File: config.mk
export PLATFORM = sky130hd
export DESIGN_NAME = tf_addr_sched
export DESIGN_NICKNAME = d
export VERILOG_FILES = /design/src/rtl/tf_addr_sched.sv
export SDC_FILE = /design/constraint.sdc
export NUM_CORES = 1
export LEC_CHECK = 0
export CAP_MARGIN = 40
export CORE_ASPECT_RATIO = 1.1
export CORE_UTILIZATION = 45
export CTS_BUF_LIST = sky130_fd_sc_hd__clkbuf_4
export CTS_CLUSTER_SIZE = 16
export DETAILED_ROUTE_END_ITERATION = 8
export GPL_ROUTABILITY_DRIVEN = 0
export GPL_TIMING_DRIVEN = 0
export PLACE_DENSITY = 0.8
export RECOVER_POWER = 25
export SLEW_MARGIN = 20
export SYNTH_ARGS = -nofsm -noshare
export SYNTH_HDL_FRONTEND = slang
export SYNTH_SLANG_ARGS = --single-unit
export TNS_END_PERCENT = 100
File: constraint.sdc
create_clock -name clk -period 1.7 [get_ports clk]
set_input_delay 0.34 -clock clk [delete_from_list [all_inputs] [get_ports clk]]
set_output_delay 0.34 -clock clk [all_outputs]
set_load 0.03 [all_outputs]
File: src/rtl/tf_addr_sched.sv
`default_nettype none
// ============================================================================
// Module      : tf_addr_sched
// Description : Twiddle-ROM address sequencer for a two-lane NTT/INTT pass,
//               with valid/last/stage sideband aligned to 1-cycle ROM latency.
// Revision    : 1.0 - initial release
// ============================================================================
module tf_addr_sched #(
    parameter int STAGE_CNT = 8,
    parameter int ADDR_W    = STAGE_CNT - 1,
    parameter int STG_W     = $clog2(STAGE_CNT)
) (
    input  logic              clk,
    input  logic              rst_n,
    input  logic              start,
    input  logic              inv,
    input  logic              ready,
    output logic              busy,
    output logic [ADDR_W-1:0] rom_addr0,
    output logic [ADDR_W-1:0] rom_addr1,
    output logic [STG_W-1:0]  rom_stage,
    output logic              tf_valid,
    output logic [STG_W-1:0]  tf_stage,
    output logic              tf_last,
    output logic              done
);

    localparam int              CYC_W     = STAGE_CNT - 2;
    localparam logic [CYC_W-1:0] c_CYC_MAX = '1;
    localparam logic [CYC_W-1:0] c_CYC_ONE = CYC_W'(1);
    localparam logic [STG_W-1:0] c_STG_TOP = STG_W'(STAGE_CNT - 1);
    localparam logic [STG_W-1:0] c_STG_ONE = STG_W'(1);

    typedef enum logic [1:0] {
        S_IDLE  = 2'd0,
        S_RUN   = 2'd1,
        S_DRAIN = 2'd2
    } state_t;

    state_t            r_state;
    state_t            w_state_nxt;
    logic [CYC_W-1:0]  r_cyc;
    logic [CYC_W-1:0]  w_cyc_nxt;
    logic [STG_W-1:0]  r_stg;
    logic [STG_W-1:0]  w_stg_nxt;
    logic              r_inv;
    logic              w_inv_nxt;
    logic              r_tf_valid;
    logic              r_tf_last;
    logic [STG_W-1:0]  r_tf_stage;

    logic              w_issue;
    logic              w_cyc_max;
    logic              w_stg_last;
    logic [ADDR_W-1:0] w_num0;
    logic [ADDR_W-1:0] w_num1;
    logic [STG_W-1:0]  w_sh;

    assign w_issue    = (r_state == S_RUN) && ready;
    assign w_cyc_max  = (r_cyc == c_CYC_MAX);
    assign w_stg_last = r_inv ? (r_stg == '0) : (r_stg == c_STG_TOP);

    // Stage s owns 2^s twiddles, so the butterfly index is scaled down by S-1-s.
    assign w_num0 = ADDR_W'({r_cyc, 1'b0});
    assign w_num1 = ADDR_W'({r_cyc, 1'b1});
    assign w_sh   = c_STG_TOP - r_stg;

    always_comb begin
        w_state_nxt = r_state;
        w_cyc_nxt   = r_cyc;
        w_stg_nxt   = r_stg;
        w_inv_nxt   = r_inv;
        case (r_state)
            S_IDLE: begin
                if (start) begin
                    w_inv_nxt   = inv;
                    w_stg_nxt   = inv ? c_STG_TOP : '0;
                    w_cyc_nxt   = '0;
                    w_state_nxt = S_RUN;
                end
            end
            S_RUN: begin
                if (w_issue) begin
                    if (w_cyc_max) begin
                        w_cyc_nxt = '0;
                        if (w_stg_last) begin
                            // Park the stage at 0 so idle addresses read as 0.
                            w_stg_nxt   = '0;
                            w_state_nxt = S_DRAIN;
                        end else if (r_inv) begin
                            w_stg_nxt = r_stg - c_STG_ONE;
                        end else begin
                            w_stg_nxt = r_stg + c_STG_ONE;
                        end
                    end else begin
                        w_cyc_nxt = r_cyc + c_CYC_ONE;
                    end
                end
            end
            S_DRAIN: begin
                w_state_nxt = S_IDLE;
            end
            default: begin
                w_state_nxt = S_IDLE;
            end
        endcase
    end

    always_ff @(posedge clk or negedge rst_n) begin
        if (!rst_n) begin
            r_state    <= S_IDLE;
            r_cyc      <= '0;
            r_stg      <= '0;
            r_inv      <= 1'b0;
            r_tf_valid <= 1'b0;
            r_tf_last  <= 1'b0;
            r_tf_stage <= '0;
        end else begin
            r_state    <= w_state_nxt;
            r_cyc      <= w_cyc_nxt;
            r_stg      <= w_stg_nxt;
            r_inv      <= w_inv_nxt;
            r_tf_valid <= w_issue;
            r_tf_last  <= w_issue && w_cyc_max;
            r_tf_stage <= r_stg;
        end
    end

    assign busy      = (r_state != S_IDLE);
    assign done      = (r_state == S_DRAIN);
    assign rom_addr0 = w_num0 >> w_sh;
    assign rom_addr1 = w_num1 >> w_sh;
    assign rom_stage = r_stg;
    assign tf_valid  = r_tf_valid;
    assign tf_last   = r_tf_last;
    assign tf_stage  = r_tf_stage;

endmodule
`default_nettype wire

==> results.json <==
{
  "outcome": "finished, violations left",
  "violations": "negative setup slack",
  "fin_hold_ws_ns": 0.522,
  "crit_required_ns": 1.36,
  "power.leakage_nw": 0.722,
  "ioPinCount": 29,
  "cap_violations": 0,
  "route.final.wire_length_um": 2810,
  "drc": 0,
  "htree_levels": 1,
  "num_vias": 1017,
  "fmax_ghz": 0.492,
  "power_density_nw_per_um2": 2070,
  "ys.flop_type": "dfrtp_1",
  "cp_common_cell": "buf_6",
  "min_period_ns": 2.03,
  "maxSlewViolCount": 0,
  "grt_pass1_wl_um": 4520,
  "netlist_instances": 115,
  "gr-total-overflow": 0,
  "layoutNonFillerInstCount": 188,
  "dp_hpwl_um": 1810,
  "path_class": "reg -> out",
  "firstDrtPassIters": 4,
  "cp_top_family": "flip-flops",
  "die_y_um": 53.3,
  "clk_pin_slew_ns": 0.12,
  "synth_edf_count": 0,
  "finalSetupTns_ns": -3.07,
  "worstPathArrival_ns": 1.69,
  "track_usage": 0.236,
  "slowest_delay_ns": 0.46,
  "final_layout_size_suffix_gt1_frac": 0.506,
  "clkSinkCount": 17,
  "holdBufCountCts": 0,
  "dieArea_sq_um": 2600,
  "fin_crit_sh": 1.20,
  "area_growth_syn_to_layout_pct": 57.4,
  "path_cells": "mux2_4, a22o_1, and2_4, buf_6, buf_6",
  "grt_max_degree": 18,
  "startpoint_type": "register",
  "antenna_found_initial": 0,
  "rows": 18,
  "cp_max_fo": 4,
  "yosys_warnings": 0,
  "coreArea_sq_um": 2250,
  "yosysMostFrequentCell": "dfrtp_1",
  "crit_slowest_cell": "dfrtp_2",
  "synthDistinctLibCells": 37,
  "vias_per_cell": 5.41,
  "cts_tree": "yes",
  "postRouteAntennaNets": 0,
  "yosysSeqAreaShare": 0.394,
  "final_hold_viol_count": 0,
  "syn_avg_cell_area_sq_um": 9.38,
  "fp.dieW_um": 48.7,
  "synth-async-reset-ratio": 1.00,
  "fin_total_pwr_mw": 3.52,
  "drt_iter0_drc": 15,
  "netlist_area_sq_um": 1080,
  "finalNetCount": 166,
  "io_buffers": 28,
  "crit_buf_inv": 2,
  "rsz0062_at_grt": "true",
  "clock_path_buffers": 2,
  "synth_top_area_frac": 0.394,
  "grt_pass1_vias": 1004,
  "final_cell_area_sq_um": 1700,
  "synth_seq_cells": 17,
  "synth_area_leaders": "dfrtp_1 39%, buf_4 4.2%, nor2_1 4.2%",
  "cts-root-buf": "clkbuf_4",
  "synth.largest_area_cell": "dfrtp_1",
  "dp_cells": 173,
  "clk_latency_ns": 0.31,
  "wire_per_inst_um": 14.9,
  "final_core_util": 0.754,
  "slew_headroom": 0.502,
  "syn-num-nets": 122,
  "worst-slew-pin-transition_ns": 0.745,
  "cts_buffers": 3,
  "cp-end-kind": "output port",
  "synthTopCellsByCount": "17 x dfrtp_1, 12 x nor2_1, 9 x nand2_1",
  "antenna_cells": 0,
  "placed_area_sq_um": 1490,
  "start_util": 0.479,
  "finalSetupViolCount": 15,
  "layout_setup_ws_ns": -0.332,
  "post-place-ws_ns": -0.564,
  "irDropWorstVdd_uv": 1260,
  "finClkSkew_ns": 0.0177,
  "hp-class": "in -> async"
}
## sequential cells by signal (all words and copies together), names as in the netlist
signal and cells:
tf_last 1, rom_stage 3, r_cyc 6, r_state 2, tf_valid 1, r_inv 1, tf_stage 3
## layer usage
metal | routed length, um | GRT usage | share of wire
met3 | 106 | 0.0316 | 0.038
met1 | 1080 | 0.251 | 0.38
met4 | 54 | 0.108 | 0.019
met5 | 0 | 0 | 0
met2 | 1570 | 0.465 | 0.56
## repair_timing
| action | in CTS | in global routing |
|---|---|---|
| endpoints found under the hold margin | 0 | 0 |
| pin swaps | 5 | 3 |
| setup buffers | 11 | 2 |
| endpoints found under the setup margin | 20 | 20 |
| resized for setup | 112 | 19 |
| gates cloned | 1 | 0 |
## layout make-up
cell class                 count  area, sq um
fill                         154          554
sequential                    17          435
multi-input combinational     84          698
tap                           30         37.5
clock buffer                   3         22.5
clock inverter                 1         7.51
inverter                       2         7.51
buffer                         9         96.3
timing repair buffer          42          393
## cells by family after synthesis
group / count (synthesis) / synth area share
muxes: 8 / 0.0893
and+or+nand+nor: 48 / 0.237
DFF: 17 / 0.394
AOI/OAI and AO/OA: 21 / 0.139
xor gates and xnor gates: 5 / 0.0406
adders and majority gates: 2 / 0.0302
buffers and inverters: 14 / 0.0696
## power breakdown
group,internal (mW),switching (mW)
Sequential,0.544,0.179
Combinational,1.24,1.33
Clock,0.0899,0.141
## worst paths after layout
kind / start / endpoint / slack, ns / cells past startpoint
min in group clk: r_cyc[1] / r_cyc[1] / 0.57 / 2
max reg2reg: rom_stage[0] / rom_stage[2] / -0.31 / 7
min reg2reg: r_cyc[1] / r_cyc[1] / 0.57 / 2
max in group asynchronous: rst_n / r_cyc[4] / 0.64 / 1
max: rom_stage[1] / rom_addr1[4] / -0.33 / 5
min: rst_n / tf_last / 0.52 / 1
## placed cells by master, fill, tap and decap left out, types with 3 or more instances in the layout
master / instances
nand2b_1: 5
xnor2_1: 4
o21ai_0: 4
nand3_1: 3
a21oi_2: 3
buf_4: 16
nor2_1: 8
nand2_2: 3
dfrtp_1: 9
nand2_1: 6
o22ai_1: 3
clkbuf_4: 4
buf_6: 17
a2bb2oi_1: 3
clkdlybuf4s50_1: 8
dfrtp_2: 8
nor3_1: 3
Power figures use the tool's default switching activity.
